**src/rtl/led_shift_driver_if.sv**
```systemverilog
// Upstream word handshake for led_shift_driver: the producer (ALU LED register side)
// drives iData/iValid, the driver reports oReady/oBusy.
interface led_shift_driver_if #(
  parameter int unsigned DATA_WIDTH = 8
) ();
  logic [DATA_WIDTH-1:0] iData;
  logic                  iValid;
  logic                  oReady;
  logic                  oBusy;

  modport master (output iData, output iValid, input oReady, input oBusy);
  modport slave  (input iData, input iValid, output oReady, output oBusy);
endinterface

```
**src/rtl/led_shift_driver.sv**
```systemverilog
// Serialises one word MSB-first onto a 74HC595-style register (DS/SHCP/STCP pins).
// Optional LED_SHIFT_AUTO_UPDATE_EN: send automatically whenever iData differs from the last sent word.
module led_shift_driver #(
  parameter int unsigned DATA_WIDTH = 8,
  parameter int unsigned CLK_DIV    = 4
) (
  input  logic                Clock,
  input  logic                Reset,
  led_shift_driver_if.slave   host,
  output logic                oSerialData,
  output logic                oSerialClock,
  output logic                oLatch
);
  localparam int unsigned PHASE_W = (CLK_DIV > 1) ? $clog2(CLK_DIV) : 1;
  localparam int unsigned BIT_W   = $clog2(DATA_WIDTH + 1);

  typedef enum logic [1:0] {IDLE, SHIFT_LO, SHIFT_HI, LATCH} stateT;

  stateT                 state, stateNext;
  logic [PHASE_W-1:0]    phase, phaseNext;
  logic [BIT_W-1:0]      bitCnt, bitCntNext;
  logic [DATA_WIDTH-1:0] shiftReg, shiftRegNext;
  logic                  readyNext, busyNext;
  logic                  serialDataNext, serialClockNext, latchNext;
  logic                  phaseDone;
  logic                  startReq;
  logic                  accept;

  assign phaseDone = (phase == PHASE_W'(CLK_DIV - 1));
  assign accept    = (state == IDLE) && startReq;

`ifdef LED_SHIFT_AUTO_UPDATE_EN
  // Request follows the word itself; changes seen while busy collapse onto the latest value.
  logic [DATA_WIDTH-1:0] lastWord;
  logic                  unusedValid;

  assign unusedValid = host.iValid;
  assign startReq    = (host.iData != lastWord);

  always_ff @(posedge Clock or posedge Reset) begin
    if (Reset) begin
      lastWord <= '0;
    end else if (accept) begin
      lastWord <= host.iData;
    end
  end
`else
  assign startReq = host.iValid;
`endif

  // Next-state and next-output logic; every output is registered below.
  always_comb begin
    stateNext       = state;
    phaseNext       = phase;
    bitCntNext      = bitCnt;
    shiftRegNext    = shiftReg;
    readyNext       = 1'b0;
    busyNext        = 1'b1;
    serialDataNext  = oSerialData;
    serialClockNext = 1'b0;
    latchNext       = 1'b0;

    unique case (state)
      IDLE: begin
        readyNext = 1'b1;
        busyNext  = 1'b0;
        if (accept) begin
          stateNext      = SHIFT_LO;
          shiftRegNext   = host.iData;
          serialDataNext = host.iData[DATA_WIDTH-1];
          phaseNext      = '0;
          bitCntNext     = '0;
          readyNext      = 1'b0;
          busyNext       = 1'b1;
        end
      end

      SHIFT_LO: begin
        if (phaseDone) begin
          stateNext       = SHIFT_HI;
          phaseNext       = '0;
          serialClockNext = 1'b1;
        end else begin
          phaseNext = phase + PHASE_W'(1);
        end
      end

      SHIFT_HI: begin
        serialClockNext = 1'b1;
        if (phaseDone) begin
          phaseNext       = '0;
          serialClockNext = 1'b0;
          if (bitCnt == BIT_W'(DATA_WIDTH - 1)) begin
            stateNext  = LATCH;
            bitCntNext = '0;
            latchNext  = 1'b1;
          end else begin
            // Data moves with the falling shift clock, half a period ahead of the next rise.
            stateNext      = SHIFT_LO;
            shiftRegNext   = shiftReg << 1;
            serialDataNext = shiftRegNext[DATA_WIDTH-1];
            bitCntNext     = bitCnt + BIT_W'(1);
          end
        end else begin
          phaseNext = phase + PHASE_W'(1);
        end
      end

      LATCH: begin
        latchNext = 1'b1;
        if (phaseDone) begin
          stateNext = IDLE;
          phaseNext = '0;
          latchNext = 1'b0;
          readyNext = 1'b1;
          busyNext  = 1'b0;
        end else begin
          phaseNext = phase + PHASE_W'(1);
        end
      end

      default: begin
        stateNext = IDLE;
      end
    endcase
  end

  always_ff @(posedge Clock or posedge Reset) begin
    if (Reset) begin
      state        <= IDLE;
      phase        <= '0;
      bitCnt       <= '0;
      shiftReg     <= '0;
      host.oReady  <= 1'b1;
      host.oBusy   <= 1'b0;
      oSerialData  <= 1'b0;
      oSerialClock <= 1'b0;
      oLatch       <= 1'b0;
    end else begin
      state        <= stateNext;
      phase        <= phaseNext;
      bitCnt       <= bitCntNext;
      shiftReg     <= shiftRegNext;
      host.oReady  <= readyNext;
      host.oBusy   <= busyNext;
      oSerialData  <= serialDataNext;
      oSerialClock <= serialClockNext;
      oLatch       <= latchNext;
    end
  end

endmodule

```
**src/flat_wrapper.sv**
```systemverilog
// flat-port wrapper written by rule: the top's interface ports become plain ports
module led_shift_driver_flat 
#(
  parameter int unsigned DATA_WIDTH = 8,
  parameter int unsigned CLK_DIV    = 4
)
  (Clock, Reset, oSerialData, oSerialClock, oLatch, host_iData, host_iValid, host_oReady, host_oBusy);
  led_shift_driver_if #(.DATA_WIDTH(DATA_WIDTH)) host_i ();
  input  logic Clock;
  input  logic Reset;
  output logic oSerialData;
  output logic oSerialClock;
  output logic oLatch;
  input wire logic [$bits(host_i.iData)-1:0] host_iData;
  input wire logic [$bits(host_i.iValid)-1:0] host_iValid;
  output wire logic [$bits(host_i.oReady)-1:0] host_oReady;
  output wire logic [$bits(host_i.oBusy)-1:0] host_oBusy;
  assign host_i.iData = host_iData;
  assign host_i.iValid = host_iValid;
  assign host_oReady = host_i.oReady;
  assign host_oBusy = host_i.oBusy;
  led_shift_driver #(.DATA_WIDTH(DATA_WIDTH), .CLK_DIV(CLK_DIV)) u_core (.Clock(Clock), .Reset(Reset), .host(host_i), .oSerialData(oSerialData), .oSerialClock(oSerialClock), .oLatch(oLatch));
endmodule
```
**config.mk**
```make
export PLATFORM = sky130hd
export DESIGN_NAME = led_shift_driver_flat
export DESIGN_NICKNAME = d
export VERILOG_FILES = /design/src/rtl/led_shift_driver_if.sv /design/src/rtl/led_shift_driver.sv /design/src/flat_wrapper.sv
export SDC_FILE = /design/constraint.sdc
export NUM_CORES = 1
export LEC_CHECK = 0
export ABC_AREA = 1
export ABC_CLOCK_PERIOD_IN_PS = 3000
export CORE_MARGIN = 2
export CORE_UTILIZATION = 50
export DETAILED_ROUTE_END_ITERATION = 10
export MAX_ROUTING_LAYER = met4
export PLACE_DENSITY = 0.75
export SYNTH_ARGS = -nofsm -noshare
export SYNTH_HDL_FRONTEND = slang
export SYNTH_SLANG_ARGS = --single-unit
```
**constraint.sdc**
```tcl
create_clock -name Clock -period 3 [get_ports Clock]
set_clock_uncertainty 0.2 [all_clocks]
set_input_delay 0.6 -clock Clock [delete_from_list [all_inputs] [get_ports Clock]]
set_output_delay 0.6 -clock Clock [all_outputs]
set_load 0.02 [all_outputs]
```
* Yosys cells after proc, flatten, opt, wreduce, memory -nomap -nowiden
Index checks and enable logic that the tools add are counted.
W data, S select, Z words.
** Cells by class
- $add $sub $neg :: 2
- Equal/unequal tests :: 10
- Mux-type cells :: 31
- Reductions and logical operators :: 7
** Operators by type and width (count)
- $mux W7 :: 3
- $mux W2 :: 7
- $pmux W7 S2 :: 1
- $mux W4 :: 3
- $pmux W1 S2 :: 5
- $mux W1 :: 9
- $ne A2 B1 Y1 const B :: 4
- $pmux W2 S4 :: 1
- $pmux W4 S2 :: 1
- $reduce_and A4 Y1 :: 2
- $eq A2 B2 Y1 const B :: 3
- $add A4 B1 Y4 const B :: 1
- $eq A4 B3 Y1 const B :: 1
- $pmux W2 S2 :: 1
- $reduce_and A3 Y1 :: 1
- $reduce_or A3 Y1 :: 1
- $add A2 B1 Y2 const B :: 1
- $eq A2 B1 Y1 const B :: 1
- $logic_not A2 Y1 :: 1
- $ne A2 B2 Y1 const B :: 1
- $reduce_bool A2 Y1 :: 1
- $logic_and A1 B1 Y1 :: 1
** Storage, ports and cells
- Bits in registers :: 20
- Input bits :: 11
- Output and inout port bits :: 5
- Logic and storage cells :: 59

* Logic depth before layout (Yosys ltp)
Gate-level depths: netlist of run 1.
- Depth after elaboration :: 4
- Mapped depth :: 8
- Depth with buffers taken out :: 8

* Worst setup path before layout of run 1
Ideal clock, no wire load.
- Kind :: register to register
- Start point :: register u_core.state[0]
- End point :: register u_core.oSerialData
- Setup time :: 118 ps
- Data arrival time :: 1273 ps
- Data required time :: 2682 ps
- Setup slack :: 1409 ps
- Stages on the path, launching flop included :: 9
- Buffers on the path :: 0
- Period minus slack after synthesis :: 1591 ps
- Path through :: dfrtp_1 > inv_1 > ha_1 > nand2_2 > nand2_2 > nor2_4 > nand2_4 > nand2_1 > nand2_1
** Between the ends
- Longest elaborated chain between the ends :: 4
- Elaborated cells between the ends (all ways) :: 9
- Classes of those cells :: eq/ne: 4; mux: 1; reduce/logical: 4
** RTL lines
- from (decl) :: RTL line led_shift_driver.sv:19 : stateT state, stateNext;
- from (signal assigned) :: RTL line led_shift_driver.sv:140 : state <= stateNext;
- $logic_not A2 Y1 :: RTL line led_shift_driver.sv:30, led_shift_driver.sv:63
- $logic_and A1 B1 Y1 :: RTL line led_shift_driver.sv:30 : assign accept = (state == IDLE) && startReq;
- $ne A2 B1 Y1 (no source line)
- $reduce_and A4 Y1 (no source line)
- to (signal assigned) :: RTL line led_shift_driver.sv:146 : oSerialData <= serialDataNext;
- to (decl) :: RTL line led_shift_driver.sv:10 : output logic oSerialData,
Parallel ways exist; a longest one is shown, timed or not.
A chain may end at the register's enable or synchronous reset.

* Worst setup path after layout of run 1
- Start point :: register u_core.host.oReady
- End point :: output port host_oReady
** RTL lines
- from (decl) :: RTL line led_shift_driver_if.sv:12 : modport slave (input iData, input iValid, output oReady, output oBusy);
- from (signal assigned) :: RTL line led_shift_driver.sv:144 : host.oReady <= readyNext;
- to (decl) :: RTL line flat_wrapper.sv:16 : output wire logic [$bits(host_i.oReady)-1:0] host_oReady;
No word-level cell between the ends.

==> impl_results.md, run 1 <==
- Via/cell ratio: 4.98
- Final Wtd Congestion: between 0.8 and 0.9
- Crit-path max FO: 1
- Drt wl/cell: about 11 µm
- Iter 0 DRT Violations: 25
- Remaining antenna violation count: 0
- Area grow syn2layout: 19.1%
- Minimum clock period: approximately 2.2 ns
- Grt total ovfl: 0
- Setup tns final: 0 ns
- Die X: between 50 and 60 µm
- PostCTS Resize Cnt: 0
- Number of clock sinks seen by CTS: 20
- Synth cell types: 18
- H-tree level count: 1
- Syn nets: around 150
- Most common library cells after synthesis: nand2_1, dfrtp_1, nand3_1
- Seq cells post-synth: 20
- Reg2reg start: u_core.state[0]
- Design area: about 1300 µm²
- Crit path kind: flop to primary output
- Pins Over Slew Limit: 0
- Global Route met2 Usage: 0.316
- FP Rows: 16
- Max stage delay cell, worst path: clkdlybuf4s50_1
- I/O pin cnt: 16
- Initial Util: 0.537
- Startpoint types: flop
- Post-layout instance count excluding filler cells: between 150 and 200
- RSZ-0062 raised after global routing: no
- Clk slew on worst S/H paths: 0.10 ns
- PD cells: 935 nW/µm²
- CTS Hold Bufs: 0
- WP buf/inv: 1
- Initial antenna violation count: 0
- Final #Nets: 170
- Area leader, netlist: dfrtp_1
- Post-route clock period utilization: 0.743
- First-pass GRT wire length: ~3600 µm
- Avg Cell Area, Syn: between 7 and 8 µm²
- Clock Latency Late Sink: about 0.31 ns
- Detailed Route WL: between 2000 and 2500 µm
- GRT Util Overall: 0.201
- Hold path startpoint: u_core.shiftReg[4]
- # port buffers: 15
- Worst IR drop on VDD: around 0.0005 V
- Setup Buffers After CTS: 0
- CP Data Required Time: around 2.2 ns
- Final HPWL DP: about 1500 µm
- Status: finished, final reports clean
- Total CTS buffers: 3
- Max Cap Viol: 0
- Vias in the first global route: between 800 and 900
- Sequential share of the synthesized area: 0.472
- Ys Warns: 0
- Via Count: roughly 890
- Lkg Pwr: between 0.6 and 0.7 nW
- Worst slew margin: 0.513
- Worst Tran Pin Value: between 0.7 and 0.8 ns
- Arrival @ worst endpoint: about 1.4 ns
- Fraction of layout instances using a drive strength above 1: 0.0728
- FILL cells: 172
- Slowest Stage Delay on Critical Path: 0.60 ns
- Critical Path Start: u_core.host.oReady
- Placed cell areas: ~1200 µm²
- Global route hottest layer: met2
- Grt met1 use: 0.243
- Die height: about 50 µm
- WHS: 0.286 ns
- Inst Count DP: approximately 170
- Top post-synthesis cells by area: dfrtp_1, nand2_1, ha_1, nand3_1, inv_1
- Pin count of the biggest net entering global routing: 21
- CORE AREA: a little under 2000 µm²
- Clock buffer depth: 2
- Cell area after synthesis: ~1100 µm²
- Top-count cell post-synth: nand2_1
- Crit-path cells: clkdlybuf4s50_1
- Die area: 2510 µm²
- Fmax: 449 MHz
- Root Driver: clkbuf_4
- Number of synthesized flops with an enable pin: 0
- DRC Markers: 0
- Top delay family on crit path: buffers and inverters
- Number of antenna diodes: 0
- Post-synth top area share: 0.447
- Ys flop type: dfrtp_1
- Worst Setup End Kind: primary output
- DR pass1 iterations: 4
- Endpoints failing hold: 0
- CTS tree: yes
- Setup violators final: 0
- Min-Delay Path Class: flop to flop
- Ys async rst share: 1.00
- Mapped Cells: approximately 130
- Met3 Use GR: 0.0273
[layout make-up]
class	instances	area [µm²]	share of cell area
Inverter	11	41.3	0.0326
Timing Repair Buffer	15	150	0.119
Tap cell	27	33.8	0.0267
Clock buffer	4	26.3	0.0208
Sequential cell	20	502	0.396
Multi-Input combinational cell	101	513	0.405
[logic make-up (layout without fill, tap and decap cells)]
kind of cell               count (synthesis)  in the layout  synth area share
DFF                                       20             20             0.472
AOI/OAI and AO/OA                          8              8            0.0376
and+or+nand+nor                           86             86             0.362
buffers and inverters                     12             30            0.0459
adders and majority gates                  7              7            0.0823
[registers in the layout (all words and copies together), names as in the netlist]
name / cells
u_core.bitCnt: 4
u_core.host.oBusy: 1
u_core.host.oReady: 1
u_core.oLatch: 1
u_core.oSerialClock: 1
u_core.oSerialData: 1
u_core.phase: 2
u_core.shiftReg: 7
u_core.state: 2
[power breakdown]
group          switching, mW  internal, mW
clock                 0.0815        0.0519
sequential            0.0687         0.386
combinational          0.372         0.223
total                  0.523         0.661
[tightest hold or removal path, stage by stage (launching register included)]
cell     delay (ns)
dfrtp_1        0.36
nand2_1        0.05
nand2_1        0.05
[metrics by stage]
stage / utilization / power [mW] / setup slack (ns)
floorplan: - / 0.886 / 1.41
global placement: 0.626 / 1.04 / 0.928
detailed placement: 0.626 / 1.06 / 0.847
CTS: 0.639 / 1.19 / 0.763
global route: 0.639 / 1.30 / 0.722
finish: 0.639 / 1.18 / 0.771
[placed cells by master (no fill, tap or decap), types with 2 or more instances in the layout]
cell and instances:
nand3_1 14, inv_1 11, o21ai_0 5, a21oi_1 2, nand2_2 3, clkbuf_4 3, nand2_1 59, clkdlybuf4s50_1 15
ha_1 7, nor2_1 2, dfrtp_1 19, nand4_1 3
[routing by layer]
layer	wire length (µm)	vias to the layer above	share of wire
met3	47	5	0.023
met5	0	-	0
met2	949	13	0.47
met1	967	407	0.48
li1	-	462	-
met4	59	0	0.029
[path summary, 6_finish.rpt]
check                      slack [ns]  depth (start not counted)             endpoint
max                              0.77                          1          host_oReady
min                              0.29                          2   u_core.shiftReg[4]
max reg2reg                      0.86                          7   u_core.shiftReg[2]
min reg2reg                      0.29                          2   u_core.shiftReg[4]
max in group asynchronous        1.63                          2      u_core.phase[0]
min in group asynchronous        0.51                          2  u_core.oSerialClock
No activity file was read; power rests on OpenSTA's default activity.
==> run 2: changes to the inputs <==
ABC_CLOCK_PERIOD_IN_PS = 2100   (was 3000)
clock period = 2.1 ns   (was 3 ns; I/O delays follow)
==> impl_results.md, run 2 (synthesis results as in run 1) <==
- FP Rows: 16 (unchanged)
- Number of clock sinks seen by CTS: 20 (unchanged)
- Pins Over Slew Limit: 0 (unchanged)
- PostCTS Resize Cnt: 0 (unchanged)
- Post-route clock period utilization: 0.904
- Pre-CTS setup slack: 0.170 ns (-0.677 ns)
- Biggest register: u_core.shiftReg
- Drt wl/cell: 11.5 µm (+1.4%)
- Area grow syn2layout: 21.6%
- Final Wtd Congestion: 0.850 (+2.2%)
- Largest regs: u_core.shiftReg x7, u_core.bitCnt x4
- Min-Delay Path Class: primary input to async pin
- Final HPWL DP: 1560 µm (+2.3%)
- Post-layout instance count excluding filler cells: 180 (+1.1%)
- Die height: 50.1 µm (unchanged)
- CP Data Required Time: 2.11 ns (-0.09 ns)
- Startpoint types: flop
- Clock buffer depth: 2 (unchanged)
- H-tree level count: 1 (unchanged)
- Crit-path max FO: 9 (+8)
- Total CTS buffers: 3 (unchanged)
- Fmax: 527 MHz
- Die area: 2510 µm² (unchanged)
- Endpoints failing hold: 0 (unchanged)
- Worst Tran Pin Value: 0.328 ns (-0.401 ns)
- Worst Setup End Kind: flop
- Setup violators final: 0 (unchanged)
- Lkg Pwr: 0.708 nW (+4.8%)
- Vias in the first global route: 796 (-7.0%)
- Pin count of the biggest net entering global routing: 21 (unchanged)
- Iter 0 DRT Violations: 12 (-52%)
- Final #Nets: 172 (+1.2%)
- Inst Count DP: 176 (+1.1%)
- RSZ-0062 raised after global routing: no
- Via Count: 889 (+0.23%)
- Detailed Route WL: 2080 µm (+2.6%)
- First-pass GRT wire length: 3440 µm (-4.2%)
- # port buffers: 15 (unchanged)
- Arrival @ worst endpoint: 1.90 ns (+0.47 ns)
- CTS tree: yes
- Minimum clock period: ~1.9 ns
- Worst slew margin: 0.779 (+0.265)
- Clk slew on worst S/H paths: 0.11 ns (about the same)
- PD cells: 1340 nW/µm² (+44%)
- I/O pin cnt: 16 (unchanged)
- Setup tns final: 0 ns (unchanged)
- Worst IR drop on VDD: 0.000720 V (+44%)
- Initial Util: 0.537 (unchanged)
- Setup Buffers After CTS: 0 (unchanged)
- DRC Markers: 0 (unchanged)
- Grt total ovfl: 0 (unchanged)
- Fraction of layout instances using a drive strength above 1: 0.0915 (+0.0187)
- Remaining antenna violation count: 0 (unchanged)
- CTS Hold Bufs: 0 (unchanged)
- Die X: 50.1 µm (unchanged)
- Via/cell ratio: 4.94 (-0.89%)
- Max Cap Viol: 0 (unchanged)
- Crit path kind: flop to flop
- Max reg flops: 7 (unchanged)
- Status: finished, final reports clean
- Number of antenna diodes: 0 (unchanged)
- DR pass1 iterations: 4 (unchanged)
- Commonest non-fill, non-tap cell in the layout: nand2_1
- Most frequent cells in the layout: nand2_1, dfrtp_1, nand3_1, clkdlybuf4s50_1, inv_1
- Worst R2R Setup Slack: 0.20 ns (-0.66 ns)
- Initial antenna violation count: 0 (unchanged)
- Clock Latency Late Sink: 0.30 ns (about the same)
- GRT Util Overall: 0.190 (-0.0111)
- CORE AREA: 1980 µm² (unchanged)
- Root Driver: clkbuf_4
- Setup slack after layout: 0.201 ns (-0.570 ns)
==> run 2: metal layers <==
layer / track usage / wire [µm] / vias to the layer above
met5: - / 0 / -
met4: 0.0694 / 31 / 0
met3: 0.0273 / 51 / 4
met2: 0.307 / 1000 / 10
met1: 0.241 / 992 / 413
li1: - / - / 462
==> run 2: final cells by class <==
cell class                 count  area, µm²
sequential                    20        502
multi-input combinational    101        513
timing repair buffer          17        168
tap                           27       33.8
inverter                      11       41.3
fill                         171        688
clock buffer                   4       36.3
==> run 2: worst max-delay path, stage by stage, from the launching register on <==
cell and delay (ns):
dfrtp_1 0.45, inv_1 0.14, ha_1 0.36, nor2_1 0.17, nor2_4 0.25, nand2_4 0.11, nand2_1 0.08, nand2_1 0.04
==> run 2: where the power goes <==
group / switching, mW / internal [mW]
Clock: 0.118 / 0.106
Sequential: 0.0975 / 0.551
Combinational: 0.536 / 0.328
==> run 2: per-stage QoR <==
stage	cell area (µm²)	hold WS, ns	power (mW)	util
after floorplan	1060	0.183	1.27	-
after global placement	1250	0.258	1.49	0.633
after detailed placement	1250	0.260	1.53	0.633
after CTS	1290	0.248	1.75	0.652
after global routing	1290	0.275	1.90	0.653
final	1290	0.248	1.74	0.653
==> run 2: final timing paths <==
check,start,end,depth (start not counted)
hold / removal,Reset,u_core.oSerialClock,3
max in group asynchronous,Reset,u_core.host.oReady,3
min in group Clock,u_core.shiftReg[5],u_core.shiftReg[5],2
setup / recovery,u_core.state[0],u_core.shiftReg[2],7
setup reg to reg,u_core.state[0],u_core.shiftReg[2],7
hold reg to reg,u_core.shiftReg[5],u_core.shiftReg[5],2
==> run 3: changes to the inputs <==
--- a/config.mk
+++ b/config.mk
@@ -12,4 +12,6 @@
 export DETAILED_ROUTE_END_ITERATION = 10
+export GPL_ROUTABILITY_DRIVEN = 0
 export MAX_ROUTING_LAYER = met4
 export PLACE_DENSITY = 0.75
+export SLEW_MARGIN = 20
 export SYNTH_ARGS = -nofsm -noshare
--- a/constraint.sdc
+++ b/constraint.sdc
@@ -4,2 +4,2 @@
 set_output_delay 0.42 -clock Clock [all_outputs]
-set_load 0.02 [all_outputs]
+set_load 0.005 [all_outputs]
==> impl_results.md, run 3 (synthesis results as in run 1) <==
- Inst Count DP: 176 (unchanged)
- Clock Latency Late Sink: 0.30 ns (about the same)
- Via Count: 887 (-0.22%)
- Setup slack after layout: 0.153 ns (-0.0480 ns)
- Sequential cell area: 502 µm² (unchanged)
- Placed cell areas: 1250 µm² (unchanged)
- Worst IR drop on VDD: 0.000705 V (-2.1%)
- Worst Tran Pin Value: 0.328 ns (unchanged)
- First-pass GRT wire length: 3440 µm (unchanged)
- Most frequent cells in the layout: nand2_1, dfrtp_1, clkdlybuf4s50_1
- Status: finished, final reports clean
- Pins Over Slew Limit: 0 (unchanged)
- Slowest Stage Delay on Critical Path: 0.53 ns (+0.08 ns)
- WHS: 0.248 ns (-0.0000660 ns)
- Worst Setup End Kind: primary output
- Pin count of the biggest net entering global routing: 21 (unchanged)
- Endpoints failing hold: 0 (unchanged)
- R2R cell count: 7 (unchanged)
- Final HPWL DP: 1560 µm (unchanged)
- Reg2reg start: u_core.state[0]
- Fmax: 514 MHz (-2.5%)
- Startpoint types: flop
- RR Endpoint: u_core.shiftReg[2]
- Crit path kind: flop to primary output
- PostCTS Resize Cnt: 0 (unchanged)
- Post-route clock period utilization: 0.927 (+0.0229)
- Design area: 1290 µm² (-0.19%)
- Detailed Route WL: 2070 µm (-0.14%)
- Number of clock sinks seen by CTS: 20 (unchanged)
- Crit-path max FO: 1 (-8)
- Commonest non-fill, non-tap cell in the layout: nand2_1
- Vias in the first global route: 796 (unchanged)
- Lkg Pwr: 0.691 nW (-2.3%)
- Post-layout instance count excluding filler cells: 180 (unchanged)
- I/O pin cnt: 16 (unchanged)
- Die X: 50.1 µm (unchanged)
- GRT Util Overall: 0.190 (unchanged)
- Setup Buffers After CTS: 0 (unchanged)
- Die height: 50.1 µm (unchanged)
- Die area: 2510 µm² (unchanged)
- CTS tree: yes
- Power Total: 1.69 mW (-2.7%)
- Max reg flops: 7 (unchanged)
- Max Cap Viol: 0 (unchanged)
- Largest regs: u_core.shiftReg x7, u_core.bitCnt x4
- DRC Markers: 0 (unchanged)
- H-tree level count: 1 (unchanged)
- Root Driver: clkbuf_4
- Crit-path cells: clkdlybuf4s50_1
- Arrival @ worst endpoint: 1.33 ns (-0.57 ns)
- CTS Hold Bufs: 0 (unchanged)
- Setup tns final: 0 ns (unchanged)
- FILL cells: 173 (+1.2%)
- Worst slew margin: 0.779 (unchanged)
- CP Data Required Time: 1.48 ns (-0.63 ns)
- Final core utilization: 0.652 (-0.00126)
- Clk slew on worst S/H paths: 0.11 ns (about the same)
- Initial antenna violation count: 0 (unchanged)
- FP Rows: 16 (unchanged)
- Remaining antenna violation count: 0 (unchanged)
- Iter 0 DRT Violations: 12 (unchanged)
- Fraction of layout instances using a drive strength above 1: 0.0915 (unchanged)
- Max stage delay cell, worst path: dfstp_2
- Worst R2R Setup Slack: 0.20 ns (about the same)
- CORE AREA: 1980 µm² (unchanged)
- Clock buffer depth: 2 (unchanged)
- Setup violators final: 0 (unchanged)
- Total CTS buffers: 3 (unchanged)
- WP buf/inv: 1 (unchanged)
- Number of antenna diodes: 0 (unchanged)
- # port buffers: 15 (unchanged)
- Top delay family on crit path: flip-flops
- RSZ-0062 raised after global routing: no
- PD cells: 1310 nW/µm² (-2.5%)
- Pre-CTS setup slack: 0.170 ns (unchanged)
- Via/cell ratio: 4.93 (-0.22%)
- Biggest register: u_core.shiftReg
- Grt total ovfl: 0 (unchanged)
- Minimum clock period: 1.95 ns (+0.0480 ns)
- DR pass1 iterations: 4 (unchanged)
- Min-Delay Path Class: primary input to async pin
- Final #Nets: 172 (unchanged)
- Drt wl/cell: 11.5 µm (-0.14%)
- Multi-input gate area: 513 µm² (unchanged)
- Area grow syn2layout: 21.4%
- Initial Util: 0.537 (unchanged)
run 3: worst max-delay path by stage:
| stage | slack, ns | startpoint | depth (start not counted) | endpoint |
|---|---|---|---|---|
| after floorplan | 0.51 | u_core.state[0] | 8 | u_core.oSerialData |
| after global placement | 0.21 | host_iValid | 8 | u_core.shiftReg[1] |
| after detailed placement | 0.17 | host_iValid | 8 | u_core.shiftReg[2] |
| after CTS | 0.13 | u_core.host.oReady | 1 | host_oReady |
| after global routing | 0.02 | u_core.state[0] | 7 | u_core.shiftReg[2] |
| final | 0.15 | u_core.host.oReady | 1 | host_oReady |
run 3: tightest hold or removal path, delay by kind of cell:
| family | cells | cell delay, ns |
|---|---|---|
| buf+inv | 3 | 0.72 |
run 3: power by group:
group | total (mW) | internal, mW | switching, mW
clock network | 0.224 | 0.106 | 0.118
registers | 0.649 | 0.551 | 0.0978
logic | 0.817 | 0.328 | 0.488
total | 1.69 | 0.985 | 0.704
run 3: cell type report:
cell class	instances	area share
Clock buffer	4	0.0281
Tap cell	27	0.0262
Inverter	11	0.0320
Timing Repair Buffer	17	0.128
Sequential cell	20	0.389
Multi-Input combinational cell	101	0.397
run 3: per-layer routing:
| layer | up-vias | track usage | part of all wire |
|---|---|---|---|
| met2 | 10 | 0.307 | 0.48 |
| met3 | 4 | 0.0273 | 0.025 |
| met4 | 0 | 0.0694 | 0.015 |
| li1 | 462 | - | - |
| met5 | - | - | 0 |
| met1 | 411 | 0.241 | 0.48 |
